File: config.mk
export PLATFORM = sky130hd
export DESIGN_NAME = veda_fp_writeback
export DESIGN_NICKNAME = d
export VERILOG_FILES = /design/src/rtl/veda_fp_writeback.sv
export SDC_FILE = /design/constraint.sdc
export NUM_CORES = 1
export LEC_CHECK = 0
export CORE_MARGIN = 1
export CORE_UTILIZATION = 43
export DETAILED_ROUTE_END_ITERATION = 7
export PLACE_DENSITY_LB_ADDON = 0.05
export SETUP_SLACK_MARGIN = 0.5
export SLEW_MARGIN = 30
export SYNTH_ARGS = -nofsm -noshare
export SYNTH_HDL_FRONTEND = slang
export SYNTH_SLANG_ARGS = --single-unit
File: constraint.sdc
create_clock -name clk -period 1.7 [get_ports clk]
set_input_delay 0.34 -clock clk [delete_from_list [all_inputs] [get_ports clk]]
set_output_delay 0.34 -clock clk [all_outputs]
set_load 0.05 [all_outputs]
File: src/rtl/veda_fp_writeback.sv
// veda_fp_writeback: fetches two single-precision operands from a VEDA memory
// port, hands them to an external combinational fp_adder and writes the sum
// back to a third VEDA address. One operation takes seven cycles.
module veda_fp_writeback #(
    parameter int ADDR_W = 5,
    parameter int DATA_W = 32
) (
    input  logic              clk,
    input  logic              reset,
    input  logic              start,
    input  logic [ADDR_W-1:0] addr_a,
    input  logic [ADDR_W-1:0] addr_b,
    input  logic [ADDR_W-1:0] addr_r,
    output logic              busy,
    output logic              done,
    output logic [DATA_W-1:0] result,
    output logic              mem_mode,
    output logic              mem_we,
    output logic [ADDR_W-1:0] mem_addr,
    output logic [DATA_W-1:0] mem_wdata,
    input  logic [DATA_W-1:0] mem_rdata,
    output logic [DATA_W-1:0] add_a,
    output logic [DATA_W-1:0] add_b,
    input  logic [DATA_W-1:0] add_sum
);

    typedef enum logic [2:0] {
        S_IDLE,
        S_RD_A,
        S_RD_B,
        S_CAP_B,
        S_ADD,
        S_WRITE,
        S_DONE
    } state_t;

    state_t            r_state;
    logic [ADDR_W-1:0] r_lat_a;
    logic [ADDR_W-1:0] r_lat_b;
    logic [ADDR_W-1:0] r_lat_r;
    logic [DATA_W-1:0] r_sum;

    // Sequencer: every output is loaded on the edge that enters the state it
    // belongs to, so each output is a pure register with no path from start.
    always_ff @(posedge clk) begin
        if (reset) begin
            r_state   <= S_IDLE;
            r_lat_a   <= '0;
            r_lat_b   <= '0;
            r_lat_r   <= '0;
            r_sum     <= '0;
            busy      <= 1'b0;
            done      <= 1'b0;
            result    <= '0;
            mem_mode  <= 1'b1;
            mem_we    <= 1'b0;
            mem_addr  <= '0;
            mem_wdata <= '0;
            add_a     <= '0;
            add_b     <= '0;
        end else begin
            // NOTE: non-blocking everywhere here; the pulse defaults below are
            // overridden by the one state that raises them, without ordering races.
            done   <= 1'b0;
            mem_we <= 1'b0;
            case (r_state)
                S_IDLE: begin
                    if (start) begin
                        r_lat_a  <= addr_a;
                        r_lat_b  <= addr_b;
                        r_lat_r  <= addr_r;
                        busy     <= 1'b1;
                        mem_mode <= 1'b1;
                        mem_addr <= addr_a;
                        r_state  <= S_RD_A;
                    end
                end
                S_RD_A: begin
                    mem_addr <= r_lat_b;
                    r_state  <= S_RD_B;
                end
                S_RD_B: begin
                    // Read data for A arrives one cycle after its address.
                    add_a   <= mem_rdata;
                    r_state <= S_CAP_B;
                end
                S_CAP_B: begin
                    add_b   <= mem_rdata;
                    r_state <= S_ADD;
                end
                S_ADD: begin
                    // Sum is taken verbatim; special encodings pass untouched.
                    r_sum     <= add_sum;
                    mem_wdata <= add_sum;
                    mem_mode  <= 1'b0;
                    mem_we    <= 1'b1;
                    mem_addr  <= r_lat_r;
                    r_state   <= S_WRITE;
                end
                S_WRITE: begin
                    done     <= 1'b1;
                    result   <= r_sum;
                    mem_mode <= 1'b1;
                    mem_addr <= '0;
                    r_state  <= S_DONE;
                end
                S_DONE: begin
                    busy    <= 1'b0;
                    r_state <= S_IDLE;
                end
                default: begin
                    busy     <= 1'b0;
                    mem_mode <= 1'b1;
                    mem_addr <= '0;
                    r_state  <= S_IDLE;
                end
            endcase
        end
    end

endmodule

==> out/summary.txt <==
Final Setup Violations: 0
WP data required: 2.03 ns
WHS: 0.187 ns
Die height: 114 um
Clock root buffer: clkbuf_16
Period utilisation layout: 0.897
Syn-to-layout area delta: 93.5%
Flops & latches, synth: 150
Final Skew: 0.00762 ns
Hold_buf cts: 0
CP max FO: 8
Post-synth top flop: dfxtp_1
Fin crit period: 1.53 ns
Post-synth top area share: 0.552
TritonCTS clock tree: done
Deepest clock path buffer count: 2
F_max: 0.656 GHz
Drt drc: 0
Synth area leaders: dfxtp_1, nand2_1, a21oi_1
RSZ-0062 raised after global routing: true
Most used cell, CP: buf_12
Layout cell share with drive strength beyond 1: 0.506
Syn nets: 757
Post-synth top area cell: dfxtp_1
DP Area: 7500 um^2
Initial Utilization: 0.447
Vias/cell: 5.22
Ant. Diodes: 0
Vias in the first global route: 5,689
Setup crit end kind: flip-flop
Row count: 40
Async S/R FF share, synth: 0
DRT iter0 DRCs: 299
Antenna violations before repair: 0
VDD IR-drop max: 683 uV
Syn Inst Count: 672
Die Footprint: 13,100 um^2
CP Launch Type: flip-flop
Synth warn: 0
Overall power: 8.99 mW
First-pass GRT wire length: 28,100 um
H-Tree Depth: 4
Post-route ant nets: 0
Netlist Area Pre-Place: 5440 um^2
Router iterations before antenna repair: 5
Max-capacitance violation count: 0
Number of fill cells: 607
Fin util: 0.866
Post-synth EDFFs: 0
Total Nets Final: 1,060
WL/cell: 18.5 um
Final Max Tran Viols: 0
Gr usage total: 0.279
Status: finished clean
Synth unique cells: 31
Worst skew pair latency: 0.43 ns
CORE AREA: 12,200 um^2
Vias: 6,022
Critical path data arrival time: 1.85 ns
Transition time at the pin with the least slew margin: 0.659 ns
Final wirelength: 21,300 um
# port buffers: 218
Seq/Total Area, Yosys: 0.552
Avg Synthesized Cell Area: 8.10 um^2
Die X: 114 um
Largest net degree at the start of global routing: 64
CTS Sinks: 150
I/O pin total: 219
Post-synth top cells: nand2_1, dfxtp_1, a21oi_1
Crit path max-delay cell type: dfxtp_4
Grt ovf: 0
Crit Path Class: reg2reg
Pleak: 4.14 nW
Worst path cell trace: buf_12, nor3b_4, buf_6, buf_12, buf_16, nand2_1, a21oi_1
Inserted Clock Buffers: 17
Tightest Hold Check Type: in2reg
Slowest cell delay on critical path: 0.37 ns
Post-route cell area: 10,500 um^2
Clk slew on worst S/H paths: 0.06 ns
Count leader, synth: nand2_1
DP Wirelength: 9910 um
Placer congestion estimate: 0.767
Final Hold Viols: 0
P per Cell Area: 854 nW/um^2
Rel. slew slack: 0.561
flip-flops by register name, indices dropped and copies added, names as in the netlist:
signal    count
r_lat_r       5
mem_addr      5
r_lat_b       5
result       32
add_b        32
done          1
r_state       3
add_a        32
busy          1
r_sum        32
mem_we        1
mem_mode      1
worst max-delay path, delay by kind of cell (launching register included):
kind	cells	cell delay [ns]
compound gates	1	0.21
flops	1	0.37
buf+inv	4	0.53
simple gates	2	0.32
per-stage QoR:
| step | setup WS [ns] | instances | TNS, ns |
|---|---|---|---|
| floorplan | 0.395 | 672 | 0 |
| CTS | 0.294 | 1117 | 0 |
| global route | 0.148 | 1154 | 0 |
| detailed placement | -0.0560 | 1022 | -0.617 |
| global placement | -0.0342 | 1022 | -0.303 |
| finish | 0.175 | 1154 | 0 |
repair_timing:
action	CTS	global route
endpoints found under the setup margin	287	286
gates cloned	7	6
buffers inserted	58	31
pin swaps	50	29
resized for setup	421	81
report_power, final:
part / internal (mW) / total, mW / leakage, nW / switching (mW)
clock network: 2.40 / 3.84 / 0.296 / 1.44
logic: 0.682 / 1.42 / 2.56 / 0.736
registers: 3.63 / 3.73 / 1.28 / 0.0975
placed cells by master, fill, tap and decap left out, types with 3 or more instances in the layout:
cell             instances
buf_16                   4
clkdlybuf4s50_1         80
a21oi_2                 19
dfxtp_2                135
o22ai_1                  5
mux2i_1                  5
buf_4                   85
or3b_4                   4
dfxtp_1                 11
buf_12                  13
nand2_1                245
a21oi_1                123
a22o_1                   5
buf_8                  131
bufinv_16                3
nand2_2                 32
clkinv_2                 6
nand2_4                  4
buf_6                   16
dfxtp_4                  4
clkbuf_16               21
metal layers:
layer	global-route usage	vias up	part of all wire
met2	0.506	268	0.52
met1	0.293	2870	0.36
li1	-	2810	-
met3	0.0884	74	0.075
met4	0.128	0	0.041
met5	0	-	0
layout make-up:
| type | instances | area [um^2] | share of cell area |
|---|---|---|---|
| timing repair buffer | 332 | 4030 | 0.383 |
| sequential | 150 | 3190 | 0.303 |
| multi-input combinational | 470 | 2480 | 0.236 |
| clock buffer | 20 | 468 | 0.0445 |
| tap | 168 | 210 | 0.0200 |
| clock inverter | 10 | 128 | 0.0121 |
| inverter | 4 | 17.5 | 0.00166 |
cell families after synthesis:
family	Yosys count	share of synthesized area
AND/OR/NAND/NOR	301	0.226
buffers and inverters	55	0.0531
multiplexers	5	0.00920
AO/OA/AOI/OAI	158	0.152
adder cells (fa/ha/maj)	3	0.00690
flip-flops	150	0.552
final timing paths:
check | startpoint | to | slack (ns) | depth (start not counted)
worst min-delay path | reset | mem_mode | 0.19 | 3
worst max-delay path | r_state[1] | r_sum[1] | 0.17 | 7
worst max register to register | r_state[1] | r_sum[1] | 0.17 | 7
worst min register to register | add_b[28] | add_b[28] | 0.46 | 2
Note: power is estimated with default switching activity, not from simulation.
